[src/rtl/host_stream_loader.sv]
// host_stream_loader: host word-stream ingress for the TPU top level.
// Decodes WRITE/START command headers, streams WRITE payloads into the
// unified memory through a registered write port and issues start pulses.
module host_stream_loader #(
    parameter int DATA_WIDTH = 32,
    parameter int ADDR_WIDTH = 6
) (
    input  logic                  clk,
    input  logic                  reset,
    input  logic [DATA_WIDTH-1:0] host_data,
    input  logic                  host_valid,
    input  logic                  host_last,
    output logic                  host_ready,
    input  logic                  tpu_busy,
    output logic                  mem_we,
    output logic [ADDR_WIDTH-1:0] mem_addr,
    output logic [DATA_WIDTH-1:0] mem_wdata,
    output logic                  tpu_start,
    output logic                  load_done,
    output logic                  err,
    output logic                  err_sticky
);

    localparam logic [1:0] OP_WRITE = 2'b01;
    localparam logic [1:0] OP_START = 2'b10;

    // DROP discards an overrunning payload until the host closes the command.
    typedef enum logic [1:0] {
        IDLE  = 2'd0,
        DATA  = 2'd1,
        DROP  = 2'd2,
        FLUSH = 2'd3
    } state_t;

    state_t state, state_nxt;

    logic [ADDR_WIDTH-1:0] base_q;
    logic [ADDR_WIDTH-1:0] len_m1_q;
    logic [ADDR_WIDTH-1:0] count_q;

    logic [1:0]            hdr_op;
    logic [ADDR_WIDTH-1:0] hdr_base;
    logic [ADDR_WIDTH-1:0] hdr_len_m1;

    logic beat;
    logic final_word;
    logic hdr_load;
    logic wr_nxt;
    logic start_nxt;
    logic done_nxt;
    logic err_nxt;

    // Header field views; only meaningful when a header is being accepted.
    assign hdr_op     = host_data[DATA_WIDTH-1 -: 2];
    assign hdr_base   = host_data[ADDR_WIDTH-1:0];
    assign hdr_len_m1 = host_data[8 +: ADDR_WIDTH];

    assign final_word = (count_q == len_m1_q);
    assign beat       = host_valid && host_ready;

    // Ready depends only on state, busy and reset so the host sees it early.
    always_comb begin
        host_ready = 1'b0;
        if (reset) begin
            unique case (state)
                IDLE:    host_ready = !tpu_busy;
                DATA:    host_ready = 1'b1;
                DROP:    host_ready = 1'b1;
                default: host_ready = 1'b0;
            endcase
        end
    end

    // State register.
    always_ff @(posedge clk) begin
        if (!reset) state <= IDLE;
        else        state <= state_nxt;
    end

    // Next-state decode and one-cycle-ahead values of the registered outputs.
    always_comb begin
        state_nxt = state;
        hdr_load  = 1'b0;
        wr_nxt    = 1'b0;
        start_nxt = 1'b0;
        done_nxt  = 1'b0;
        err_nxt   = 1'b0;
        unique case (state)
            IDLE: begin
                if (beat) begin
                    if (hdr_op == OP_WRITE && !host_last) begin
                        hdr_load  = 1'b1;
                        state_nxt = DATA;
                    end else if (hdr_op == OP_START && host_last) begin
                        start_nxt = 1'b1;
                    end else begin
                        // Bad opcode or wrong framing: report and drop the word.
                        err_nxt = 1'b1;
                    end
                end
            end
            DATA: begin
                if (beat) begin
                    wr_nxt = 1'b1;
                    if (final_word) begin
                        if (host_last) begin
                            done_nxt  = 1'b1;
                            state_nxt = FLUSH;
                        end else begin
                            // Host sent more than the header promised.
                            err_nxt   = 1'b1;
                            state_nxt = DROP;
                        end
                    end else if (host_last) begin
                        // Host closed the command early; the rest is abandoned.
                        err_nxt   = 1'b1;
                        state_nxt = IDLE;
                    end
                end
            end
            DROP: begin
                if (beat && host_last) state_nxt = IDLE;
            end
            FLUSH: begin
                state_nxt = IDLE;
            end
            default: state_nxt = IDLE;
        endcase
    end

    // Command context: base, length and running word count.
    always_ff @(posedge clk) begin
        if (!reset) begin
            base_q   <= '0;
            len_m1_q <= '0;
            count_q  <= '0;
        end else if (hdr_load) begin
            base_q   <= hdr_base;
            len_m1_q <= hdr_len_m1;
            count_q  <= '0;
        end else if (wr_nxt) begin
            count_q  <= count_q + 1'b1;
        end
    end

    // Registered memory write port; address wraps naturally at ADDR_WIDTH bits.
    always_ff @(posedge clk) begin
        if (!reset) begin
            mem_we    <= 1'b0;
            mem_addr  <= '0;
            mem_wdata <= '0;
        end else begin
            mem_we <= wr_nxt;
            if (wr_nxt) begin
                mem_addr  <= base_q + count_q;
                mem_wdata <= host_data;
            end
        end
    end

    // Registered status pulses; load_done lines up with the final write.
    always_ff @(posedge clk) begin
        if (!reset) begin
            tpu_start  <= 1'b0;
            load_done  <= 1'b0;
            err        <= 1'b0;
            err_sticky <= 1'b0;
        end else begin
            tpu_start  <= start_nxt;
            load_done  <= done_nxt;
            err        <= err_nxt;
            err_sticky <= err_sticky | err_nxt;
        end
    end

endmodule
[config.mk]
export PLATFORM = sky130hd
export DESIGN_NAME = host_stream_loader
export DESIGN_NICKNAME = d
export VERILOG_FILES = /design/src/rtl/host_stream_loader.sv
export SDC_FILE = /design/constraint.sdc
export NUM_CORES = 1
export LEC_CHECK = 0
export ABC_AREA = 0
export BUFFER_PORTS_ARGS = -buffer_cell sky130_fd_sc_hd__buf_2
export CELL_PAD_IN_SITES_DETAIL_PLACEMENT = 1
export CELL_PAD_IN_SITES_GLOBAL_PLACEMENT = 2
export CORE_MARGIN = 4
export CORE_UTILIZATION = 34
export CTS_BUF_LIST = sky130_fd_sc_hd__clkbuf_2 sky130_fd_sc_hd__clkbuf_4 sky130_fd_sc_hd__clkbuf_8
export CTS_CLUSTER_DIAMETER = 30
export DETAILED_ROUTE_END_ITERATION = 12
export HOLD_SLACK_MARGIN = 0.12
export PLACE_DENSITY_LB_ADDON = 0.1
export SYNTH_ARGS = -nofsm -noshare
export SYNTH_HDL_FRONTEND = slang
export SYNTH_SLANG_ARGS = --single-unit
[constraint.sdc]
create_clock -name clk -period 3.05 [get_ports clk]
set_clock_uncertainty 0.05 [all_clocks]
set_input_delay 0.305 -clock clk [delete_from_list [all_inputs] [get_ports clk]]
set_output_delay 0.305 -clock clk [all_outputs]
set_load 0.02 [all_outputs]
# Yosys cells after proc, flatten, opt, wreduce, memory -nomap -nowiden
# Index checks and enable logic that the tools add are counted.
# classes
n_addsub,2
mul,0
div,0
n_lt_le_gt_ge,0
eq_ne,11
n_shift,0
n_mux,24
bitwise,4
n_reduce_logical,12
# op_table
cell,n
2-to-1 mux 1 bit,15
2-to-1 mux 2 bit,6
"inequality test 2 bit, second input constant",4
one-hot mux 2 bit (4 select lines),1
"adder 6 x 1 -> 6 bit, second input constant",1
adder 6 bit,1
"== test 2 bit, second input constant",3
== test 6 bit,1
AND reduction 5 bit,1
"== test 2 x 1 -> 1 bit, second input constant",2
logical AND 1 bit,4
one-hot mux 1 bit (2 select lines),2
AND reduction 4 bit,1
OR reduction 2 bit,2
OR reduction 4 bit,1
"inequality test 3 bit, second input constant",1
NOT 1 bit,3
logical NOT 1 bit,2
logical NOT 2 bit,1
OR 1 bit,1
# word_totals
ff_bits,63
latchBits,0
ram_bits,0
rom_bits,0
word_cells,64
n_memories,0

# Longest topological paths before layout
# logic_depth
depth_word,8
mapped_depth,9
ltp_nobuf,9

# Worst setup path before layout
# Ideal clock, no wire load.
# synth_timing
path_kind,register to register
start,register count_q[1]
end,register state[0]
setup_ns,0.072
arrival_time_ns,1.857
required_ns,2.928
setup_slack_ns,1.071
path_stages_with_launch,10
n_path_buf,0
path_cell_list,dfxtp_1 > xor2_1 > nor4_1 > and2_1 > inv_1 > ha_1 > nand2_1 > o211ai_1 > a221oi_2 > mux2i_1
# synth_via
elab_chain_len,4
elab_cells_between_ends,6
cone_classes,2 x eq/ne; 3 x mux; 1 x reduce/logical
# synth_rtl
item,line_no,rtl
from (decl),39,logic [ADDR_WIDTH-1:0] count_q;
from (signal assigned),142,count_q <= count_q + 1'b1;
== test 6 bit (*),58,assign final_word = (count_q == len_m1_q);
2-to-1 mux 2 bit,105,if (final_word) begin
2-to-1 mux 2 bit,103,if (beat) begin
one-hot mux 2 bit (4 select lines),88,unique case (state)
to (signal assigned),77,else state <= state_nxt;
to (decl),35,"state_t state, state_nxt;"
# Every way passes the cells marked *; elsewhere a longest branch is shown, timed or not. The select of a mux whose other input is x is not followed.
# A chain may end at the register's enable or synchronous reset.

# Worst setup path in the final report
# layout_timing
start,register count_q[1]
end,register state[1]
# The elaborated chain is that of the path after synthesis.

==> results.py <==
metrics = {
    "run_status": {
        "run_status": "finished, final reports clean",
    },
    "critical_path": {
        "cp_num_buf_inv": 1,
        "worstPathArrival_ns": 2.35,
        "critPathKind": "register to register",
        "critical_path_end_type": "register",
        "cp_cell_sequence": "xor2_1 > nor4_1 > and2_1 > inv_1 > ha_1 > nand2_1 > o211ai_1 > a221oi_2 > mux2i_1",
        "path_delay_family": "simple AND/OR/NAND/NOR gates",
        "crit_path_max_fanout": 7,
        "crit_path_largest_cell_delay_ns": 0.38,
        "crit_path_start_kind": "register",
        "r2r.worst_path.cells": 9,
        "crit_reg_reg_startpoint": "count_q[1]",
        "setup.reg_to_reg.worst_slack_ns": 0.91,
        "critical_path_required_ns": 3.26,
        "worstSetupStartpoint": "count_q[1]",
        "timing.rr.end": "state[1]",
        "worst_path_max_delay_cell": "sky130_fd_sc_hd__dfxtp_1",
    },
    "clock_tree": {
        "total_setup_buffers_inserted_after_cts": 0,
        "clock_tree.buffer_depth": 2,
        "cts_root_cell": "sky130_fd_sc_hd__clkbuf_8",
        "post_cts_resized": 0,
        "path_clk_slew_ns": 0.08,
        "sinks_on_clock_net": 63,
        "cts_inserted_buffers": 9,
        "cts.htree.levels": 3,
        "postCtsHoldBufs": 0,
        "clk_latency_ns": 0.34,
        "cts_tree": "done",
    },
    "floorplan": {
        "io-pin-count": 81,
        "die_extent_in_x_um": 99.1,
        "chipHeight_um": 99.1,
        "placementRows": 32,
        "area_of_the_die_sq_um": 9820,
        "initial_core_util_pct": 35.8,
        "floorplan.core_area_sq_um": 7890,
    },
    "synthesis": {
        "synth_warnings": 0,
        "synthesis.instances": 311,
        "synth_sequential_area_ratio_pct": 44.7,
        "synth_edf_count": 0,
        "synth.cell_area_sq_um": 2820,
        "synth-seq-cells": 63,
        "avgSynthCellArea_sq_um": 9.08,
        "synth_flop_cell": "sky130_fd_sc_hd__dfxtp_1",
        "synth_cell_types": 40,
        "synth_largest_area_cell": "sky130_fd_sc_hd__dfxtp_1",
        "yosysMostFrequentCell": "sky130_fd_sc_hd__nand2_1",
        "synthTopCellsByCount": "80 x sky130_fd_sc_hd__nand2_1, 63 x sky130_fd_sc_hd__dfxtp_1, 35 x sky130_fd_sc_hd__a21boi_0",
        "synth.top_cell.area_share_pct": 44.7,
        "ys_top_cells_by_area": "sky130_fd_sc_hd__dfxtp_1 45%, sky130_fd_sc_hd__nand2_1 11%, sky130_fd_sc_hd__a21boi_0 9.3%, sky130_fd_sc_hd__ha_1 5.8%, sky130_fd_sc_hd__mux2i_1 5.0%",
        "synth_async_sr_flop_share_pct": 0,
        "syn_nets": 362,
    },
    "layout": {
        "final_net_count": 443,
        "areaGrowthSynthToFinish_pct": 25.7,
        "antenna-diode-count": 0,
        "fillCellCount": 975,
        "post_route_cells_drive_above_1_share_pct": 26.7,
    },
    "timing": {
        "final_slew_violations": 0,
        "hold_viol": 0,
        "achievable-frequency_ghz": 0.467,
        "max_slew.worst_pin.slew_ns": 0.507,
        "slew_headroom_pct": 66.2,
        "period_share_pct": 70.2,
        "post-route-min-period_ns": 2.14,
        "setup_tns_ns": 0,
        "rsz0062_at_grt": "no",
        "setup_viol": 0,
    },
    "global_route": {
        "grtUsageTotal_pct": 15.1,
        "grt_first_pass_wirelength_um": 12000,
        "first_global_vias": 2514,
        "globalRouteOverflowTotal": 0,
        "initial_antenna_violation_count": 0,
        "grt_start_max_net_pins": 58,
    },
    "routing": {
        "detail_route.iter0.violations": 47,
        "routed-via-count": 2384,
        "drt-total-wl_um": 7010,
        "via_per_inst": 4.78,
        "drc_errors": 0,
        "detailedRoute.firstPassIterationCount": 3,
        "drtAntennaViolNets": 0,
        "wl_per_cell_um": 14.1,
    },
    "worst_hold_path": {
        "worst_hold_path_type": "input port to register",
        "worst_hold_path.endpoint": "mem_wdata[16]",
        "min_path_cells": 3,
        "worstHoldStart": "host_data[16]",
    },
    "power_and_ir_drop": {
        "max-vdd-ir-drop_v": 0.000213,
        "static-leakage-power_nw": 1.63,
        "power_density_nw_per_um2": 495,
        "power_after_layout_mw": 1.76,
    },
    "placed_design": {
        "hpwl_um": 5010,
        "port_buffers": 80,
        "routabilityCongestion": 0.796,
    },
    "job": {
        "max-cap-violations": 0,
    },
}
-- routing by layer --
metal	up-vias	global-route usage, %	wire length [um]
li1	1204	-	-
met1	1126	18.8	3210
met2	50	25.0	3350
met3	4	4.84	387
met4	0	4.52	62
met5	-	0	0
-- worst max path at each step --
| stage | end | slack (ns) | cells after the start |
|---|---|---|---|
| 4_1_cts | state[1] | 0.88 | 9 |
| 5_1_grt | state[0] | 0.61 | 9 |
| 2_1_floorplan | state[0] | 1.07 | 9 |
| 3_3_place_gp | state[1] | 0.92 | 9 |
| 3_5_place_dp | state[1] | 0.91 | 9 |
| 6_report | state[1] | 0.91 | 9 |
-- area by class of cell --
cell class | count | area, sq um | area share [%]
flip-flops and latches | 63 | 1260 | 35.5
clock inverters | 6 | 91.3 | 2.57
inverters | 9 | 33.8 | 0.952
clock buffers | 10 | 138 | 3.88
well taps | 102 | 128 | 3.60
repair buffers | 86 | 445 | 12.6
multi-input cells | 223 | 1450 | 40.9
-- cells in the final DEF, fill, tap and decap left out, types with 3 or more instances in the layout --
master,synthesis,final
sky130_fd_sc_hd__inv_1,8,8
sky130_fd_sc_hd__ha_1,13,13
sky130_fd_sc_hd__a21oi_1,6,6
sky130_fd_sc_hd__nor2_1,5,5
sky130_fd_sc_hd__nand2_1,80,80
sky130_fd_sc_hd__a21o_1,3,3
sky130_fd_sc_hd__dfxtp_1,63,63
sky130_fd_sc_hd__buf_4,0,6
sky130_fd_sc_hd__a21boi_0,35,35
sky130_fd_sc_hd__nand3_1,4,4
sky130_fd_sc_hd__xor2_1,6,6
sky130_fd_sc_hd__o21ai_0,6,6
sky130_fd_sc_hd__mux2i_1,14,14
sky130_fd_sc_hd__clkbuf_8,0,10
sky130_fd_sc_hd__nor2b_1,14,14
sky130_fd_sc_hd__or3_1,5,5
sky130_fd_sc_hd__xnor2_1,3,3
sky130_fd_sc_hd__buf_2,8,80
-- per-stage QoR --
step / setup slack [ns] / util (%) / instances / hold WS (ns) / area, sq um
detailed placement: 0.911 / 42.1 / 483 / 0.398 / 3320
finish: 0.910 / 45.0 / 499 / 0.159 / 3550
CTS: 0.884 / 45.0 / 499 / 0.144 / 3550
global route: 0.610 / 45.0 / 499 / 0.154 / 3550
global placement: 0.923 / 42.1 / 483 / 0.386 / 3320
floorplan: 1.07 / - / 311 / 0.400 / 2820
-- power by group --
| part | internal, mW | leakage, nW | switching (mW) |
|---|---|---|---|
| clock | 0.489 | 0.117 | 0.352 |
| sequential | 0.827 | 0.508 | 0.00257 |
| combinational | 0.0403 | 1.01 | 0.0446 |
| total | 1.36 | 1.63 | 0.400 |
-- tightest hold or removal path: cells and delay by family --
kind	cells	cell delay [ns]
buffers and inverters	1	0.10
and+or+nand+nor	1	0.04
AOI/OAI and AO/OA	1	0.06
-- cells by family (layout without fill, tap and decap cells) --
kind of cell	Yosys count	count (layout)	synth area share, %
AND/OR/NAND/NOR	122	122	20.0
AO/OA/AOI/OAI	64	64	16.9
flip-flops	63	63	44.7
buffers and inverters	25	111	4.21
adder cells (fa/ha/maj)	14	14	6.47
multiplexers	14	14	4.96
XOR/XNOR	9	9	2.79
-- sequential cells by signal, summed over array words and instances (netlist names) --
signal      flops
load_done       1
mem_wdata      32
err             1
tpu_start       1
mem_addr        6
len_m1_q        6
count_q         6
mem_we          1
state           2
base_q          6
err_sticky      1
(Power assumes the default switching activity.)
